[src/rtl/q_update_unit.sv]
// q_update_unit: Q-table write-back engine, Q <- sat(Q + alpha*(r + gamma*maxQ - Q)) in Q8.8
//   clk, rst                   clock, asynchronous active-high reset
//   upd_valid/upd_ready        request handshake (ready while idle)
//   upd_state/upd_action       Q-table coordinates {s,a}
//   upd_reward/upd_max_q       signed Q8.8 reward, unsigned Q8.8 next-state max Q
//   mem_rd_en/mem_rd_data      Q-table read strobe, data one cycle later
//   mem_wr_en/mem_wr_data      Q-table write strobe and updated value
//   mem_addr                   {state,action}, held outside RD/WR
//   upd_done/upd_err           completion pulse (with write), illegal-action pulse
module q_update_unit #(
  parameter int DATA_W      = 16,
  parameter int STATE_W     = 6,
  parameter int ACT_W       = 4,
  parameter int NUM_ACT     = 15,
  parameter int GAMMA       = 230,
  parameter int ALPHA_SHIFT = 2
) (
  input  logic                     clk,
  input  logic                     rst,
  input  logic                     upd_valid,
  output logic                     upd_ready,
  input  logic [STATE_W-1:0]       upd_state,
  input  logic [ACT_W-1:0]         upd_action,
  input  logic [DATA_W-1:0]        upd_reward,
  input  logic [DATA_W-1:0]        upd_max_q,
  output logic                     mem_rd_en,
  output logic                     mem_wr_en,
  output logic [STATE_W+ACT_W-1:0] mem_addr,
  input  logic [DATA_W-1:0]        mem_rd_data,
  output logic [DATA_W-1:0]        mem_wr_data,
  output logic                     upd_done,
  output logic                     upd_err
);
  typedef enum logic [2:0] {IDLE, RD, WAIT, CALC, WR} state_t;
  localparam logic [7:0]     G  = 8'(GAMMA);
  localparam logic [ACT_W:0] NA = (ACT_W+1)'(NUM_ACT);
  state_t                     state_q, state_d;
  logic [DATA_W-1:0]          r_q, mq_q, qold_q, wr_data_q, q_new;
  logic [STATE_W+ACT_W-1:0]   addr_q;
  logic                       rd_en_q, wr_en_q, done_q, err_q;
  logic                       accept, legal;
  logic [DATA_W+7:0]          prod;
  logic [DATA_W-1:0]          gm;
  logic signed [DATA_W+1:0]   targ, diff, delta;
  logic signed [DATA_W+2:0]   sum;
  assign upd_ready   = (state_q == IDLE) && !rst;
  assign accept      = upd_valid && upd_ready;
  assign legal       = {1'b0, upd_action} < NA;
  assign mem_rd_en   = rd_en_q;
  assign mem_wr_en   = wr_en_q;
  assign mem_addr    = addr_q;
  assign mem_wr_data = wr_data_q;
  assign upd_done    = done_q;
  assign upd_err     = err_q;
  always_comb begin
    state_d = state_q;
    unique case (state_q)
      IDLE:    state_d = (accept && legal) ? RD : IDLE;
      RD:      state_d = WAIT;
      WAIT:    state_d = CALC;
      CALC:    state_d = WR;
      default: state_d = IDLE;
    endcase
  end
  // Two guard bits keep reward+gm and the subtraction exact; a third catches
  // the sign of q_old+delta so the clamp sees the true result.
  always_comb begin
    prod  = (DATA_W+8)'(G) * (DATA_W+8)'(mq_q);
    gm    = prod[DATA_W+7:8];
    targ  = $signed({{2{r_q[DATA_W-1]}}, r_q}) + $signed({2'b00, gm});
    diff  = targ - $signed({2'b00, qold_q});
    delta = diff >>> ALPHA_SHIFT;
    sum   = $signed({3'b000, qold_q}) + $signed({delta[DATA_W+1], delta});
    q_new = sum[DATA_W+2] ? '0 : (|sum[DATA_W+1:DATA_W]) ? '1 : sum[DATA_W-1:0];
  end
  always_ff @(posedge clk or posedge rst) begin
    if (rst) begin
      state_q   <= IDLE;
      r_q       <= '0;
      mq_q      <= '0;
      qold_q    <= '0;
      wr_data_q <= '0;
      addr_q    <= '0;
      rd_en_q   <= 1'b0;
      wr_en_q   <= 1'b0;
      done_q    <= 1'b0;
      err_q     <= 1'b0;
    end else begin
      state_q <= state_d;
      if (accept) begin
        r_q  <= upd_reward;
        mq_q <= upd_max_q;
      end
      if (accept && legal) addr_q <= {upd_state, upd_action};
      if (state_q == WAIT) qold_q <= mem_rd_data;
      if (state_q == CALC) wr_data_q <= q_new;
      rd_en_q <= accept && legal;
      wr_en_q <= state_q == CALC;
      done_q  <= state_q == CALC;
      err_q   <= accept && !legal;
    end
  end
endmodule

[config.mk]
export PLATFORM = sky130hd
export DESIGN_NAME = q_update_unit
export DESIGN_NICKNAME = d
export VERILOG_FILES = /design/src/rtl/q_update_unit.sv
export SDC_FILE = /design/constraint.sdc
export NUM_CORES = 1
export LEC_CHECK = 0
export CORE_ASPECT_RATIO = 0.9
export CORE_MARGIN = 5
export CORE_UTILIZATION = 65
export CTS_CLUSTER_DIAMETER = 120
export CTS_CLUSTER_SIZE = 14
export DETAILED_ROUTE_END_ITERATION = 10
export DONT_BUFFER_PORTS = 1
export PLACE_DENSITY = 0.81
export SLEW_MARGIN = 15
export SYNTH_ARGS = -nofsm -noshare
export SYNTH_HDL_FRONTEND = slang
export SYNTH_SLANG_ARGS = --single-unit
[constraint.sdc]
create_clock -name clk -period 11.09 [get_ports clk]
set_clock_uncertainty 0.05 [all_clocks]
set_input_delay 2.218 -clock clk [delete_from_list [all_inputs] [get_ports clk]]
set_output_delay 2.218 -clock clk [all_outputs]
set_load 0.05 [all_outputs]
==> results.ini <==
[run_status]
status=completed

[logic_synthesis]
synth_area_um2=6870
ys.flop_type=dfrtp_1
syn_area_per_cell_um2=10.3
synth-seq-area-share=0.288
yosysTopAreaCell=dfrtp_1
ys_warn_count=0
synth_enable_flop_cells=0
synth_top_area_frac=0.288
yosys-top-cells-area=dfrtp_1 (29%), ha_1 (16%), fa_1 (15%), mux2_2 (8.0%), inv_1 (6.6%)
synth_nets=869
synth_cell_type_count=52
ys_async_sr_fraction=1.00
ys_seq_elements=79
syn_inst=667

[setup_path]
worst-path-max-fanout=14
crit_type=reg2reg
slowest_stage=fa_1
slowest_delay_ns=0.53
required_ns=11.30
crit_top_cell=a21oi_1
critPathCaptureType=register
critPathLaunchType=register
cp.arrival_ns=9.30

[drt]
drcViolationCount=0
first_iter_violations=204
ant_nets=0
avgRoutedWirePerCell_um=17.1
totalWireLength_um=13700
vias_per_cell=5.85
first_pass_iters=4
vias=4701

[sta]
max_slew_margin=0.320
fmax_ghz=0.110
worstMarginPinSlew_ns=1.02
hold_violations=0
rsz0062_at_grt=false
finalCritPeriodShare=0.819
min_period_ns=9.09
drv_slew=0
tns_ns=0
setup_violations=0

[grt]
gr-total-overflow=0
track_usage=0.225
grt_antenna_before_repair=0
grt_pass1_wl_um=23400
grt_pass1_vias=4986
grt_start_max_net_pins=43

[place]
gp_congestion=0.888
dpl.hpwl_um=11000
port_buffers=0

[clocking]
cts_setup_buffers=0
cts_tree=built
ctsRootBufferMaster=clkbuf_16
cts_resized=0
clkTransAtPathRegs_ns=0.07
clockBufferDepth=2
htreeDepth=3
worstSkewPairLatency_ns=0.34
cts_buffers=9
ctsHoldBuffers=0
clkSinkCount=79

[floorplan]
die_w_um=118
die_h_um=108
ioPinCount=92
initial_core_util=0.667
rows=35
core-area_um2=10300
dieArea_um2=12700

[hold_path]
holdCritPathClass=reg2reg

[layout]
n_antenna_cell=0
drive_above_1_share=0.123
nNetsFinal=872
area_delta_synth_final_pct=6.38

[job]
drv_cap=0

## stage by stage
step | setup slack (ns) | util | hold WS [ns] | instances | area, um^2
2_1_floorplan | 2.96 | - | 0.422 | 667 | 6870
3_3_place_gp | 2.44 | 0.682 | 0.443 | 788 | 7010
3_5_place_dp | 2.02 | 0.682 | 0.451 | 788 | 7010
4_1_cts | 1.98 | 0.710 | 0.466 | 804 | 7300
5_1_grt | 1.33 | 0.710 | 0.485 | 804 | 7300
6_report | 2.00 | 0.710 | 0.463 | 804 | 7300
## state kept, by name, indices dropped and copies added, names as in the netlist, 2 cells and up
register	flops
r_q	16
qold_q	16
state_q	2
mem_wr_data	16
mem_addr	10
mq_q	16
## worst max-delay path: cells and delay by family, from the launching register on
| family | cells | cell delay [ns] |
|---|---|---|
| adder cells (fa/ha/maj) | 8 | 3.31 |
| AND/OR/NAND/NOR | 6 | 1.48 |
| AO/OA/AOI/OAI | 14 | 3.07 |
| XOR/XNOR | 3 | 0.39 |
| flip-flops | 1 | 0.43 |
| buffers and inverters | 5 | 0.28 |
## area by class of cell
type | instances | area [um^2]
Clock buffer | 9 | 225
Clock inverter | 7 | 65.1
Sequential cell | 79 | 1980
Timing Repair Buffer | 4 | 30.0
Fill cell | 697 | 2990
Inverter | 121 | 455
Tap cell | 129 | 161
Multi-Input combinational cell | 455 | 4390
## cell usage after synthesis (3+ instances only)
| cell | n |
|---|---|
| nand4_1 | 7 |
| o21bai_1 | 4 |
| or2_2 | 4 |
| dfrtp_1 | 79 |
| o22a_1 | 4 |
| xor2_1 | 12 |
| clkbuf_1 | 10 |
| o21a_1 | 7 |
| ha_1 | 89 |
| or3_1 | 3 |
| nor2_1 | 25 |
| nand2b_1 | 4 |
| nand2_1 | 29 |
| a21o_1 | 10 |
| a21oi_1 | 36 |
| nor3_1 | 5 |
| mux2_2 | 49 |
| inv_1 | 121 |
| xnor2_1 | 32 |
| and2_1 | 3 |
| and3_1 | 5 |
| a211oi_1 | 5 |
| fa_1 | 52 |
| o21ai_0 | 25 |
| nand3_1 | 3 |
| a31oi_1 | 11 |
## metal layers
metal,track usage,share of wire
met5,0,0
met4,0.0622,0.016
met3,0.0515,0.054
met2,0.397,0.52
met1,0.279,0.41
## kinds of logic (layout without fill, tap and decap cells)
logic type / count (synthesis) / count (layout) / share of synthesized area
adder cells (fa/ha/maj): 141 / 141 / 0.314
buffers and inverters: 133 / 141 / 0.0743
AO/OA/AOI/OAI: 122 / 122 / 0.116
AND/OR/NAND/NOR: 99 / 99 / 0.0716
flip-flops: 79 / 79 / 0.288
multiplexers: 49 / 49 / 0.0804
XOR/XNOR: 44 / 44 / 0.0561
## final timing paths
path / endpoint / cells after the start / startpoint / slack, ns
max: mem_wr_data[8] / 36 / mq_q[1] / 2.00
min: r_q[13] / 1 / r_q[13] / 0.46
max reg2reg: mem_wr_data[8] / 36 / mq_q[1] / 2.00
min reg2reg: r_q[13] / 1 / r_q[13] / 0.46
max in group asynchronous: qold_q[2] / 2 / rst / 8.25
min in group asynchronous: mem_rd_en / 1 / rst / 1.76
## cell usage in the layout (no fill, tap or decap), types with 3 or more instances in the layout
cell and instances:
o21bai_1 4, a21o_1 10, nor3_1 5, o21ai_0 25
nand2b_1 4, nand2_1 29, ha_1 89, nor2_1 25
a31oi_1 11, or3_1 3, buf_4 4, o22a_1 4
mux2_2 49, or2_2 4, nand3_1 3, xnor2_1 32
and2_1 3, fa_1 52, o21a_1 7, clkbuf_16 9
dfrtp_1 79, inv_1 120, a211oi_1 5, and3_1 5
nand4_1 7, xor2_1 12, a21oi_1 36
Power is not shown: default switching activity piles up to over one toggle a cycle in this logic, so the estimate is an artifact.
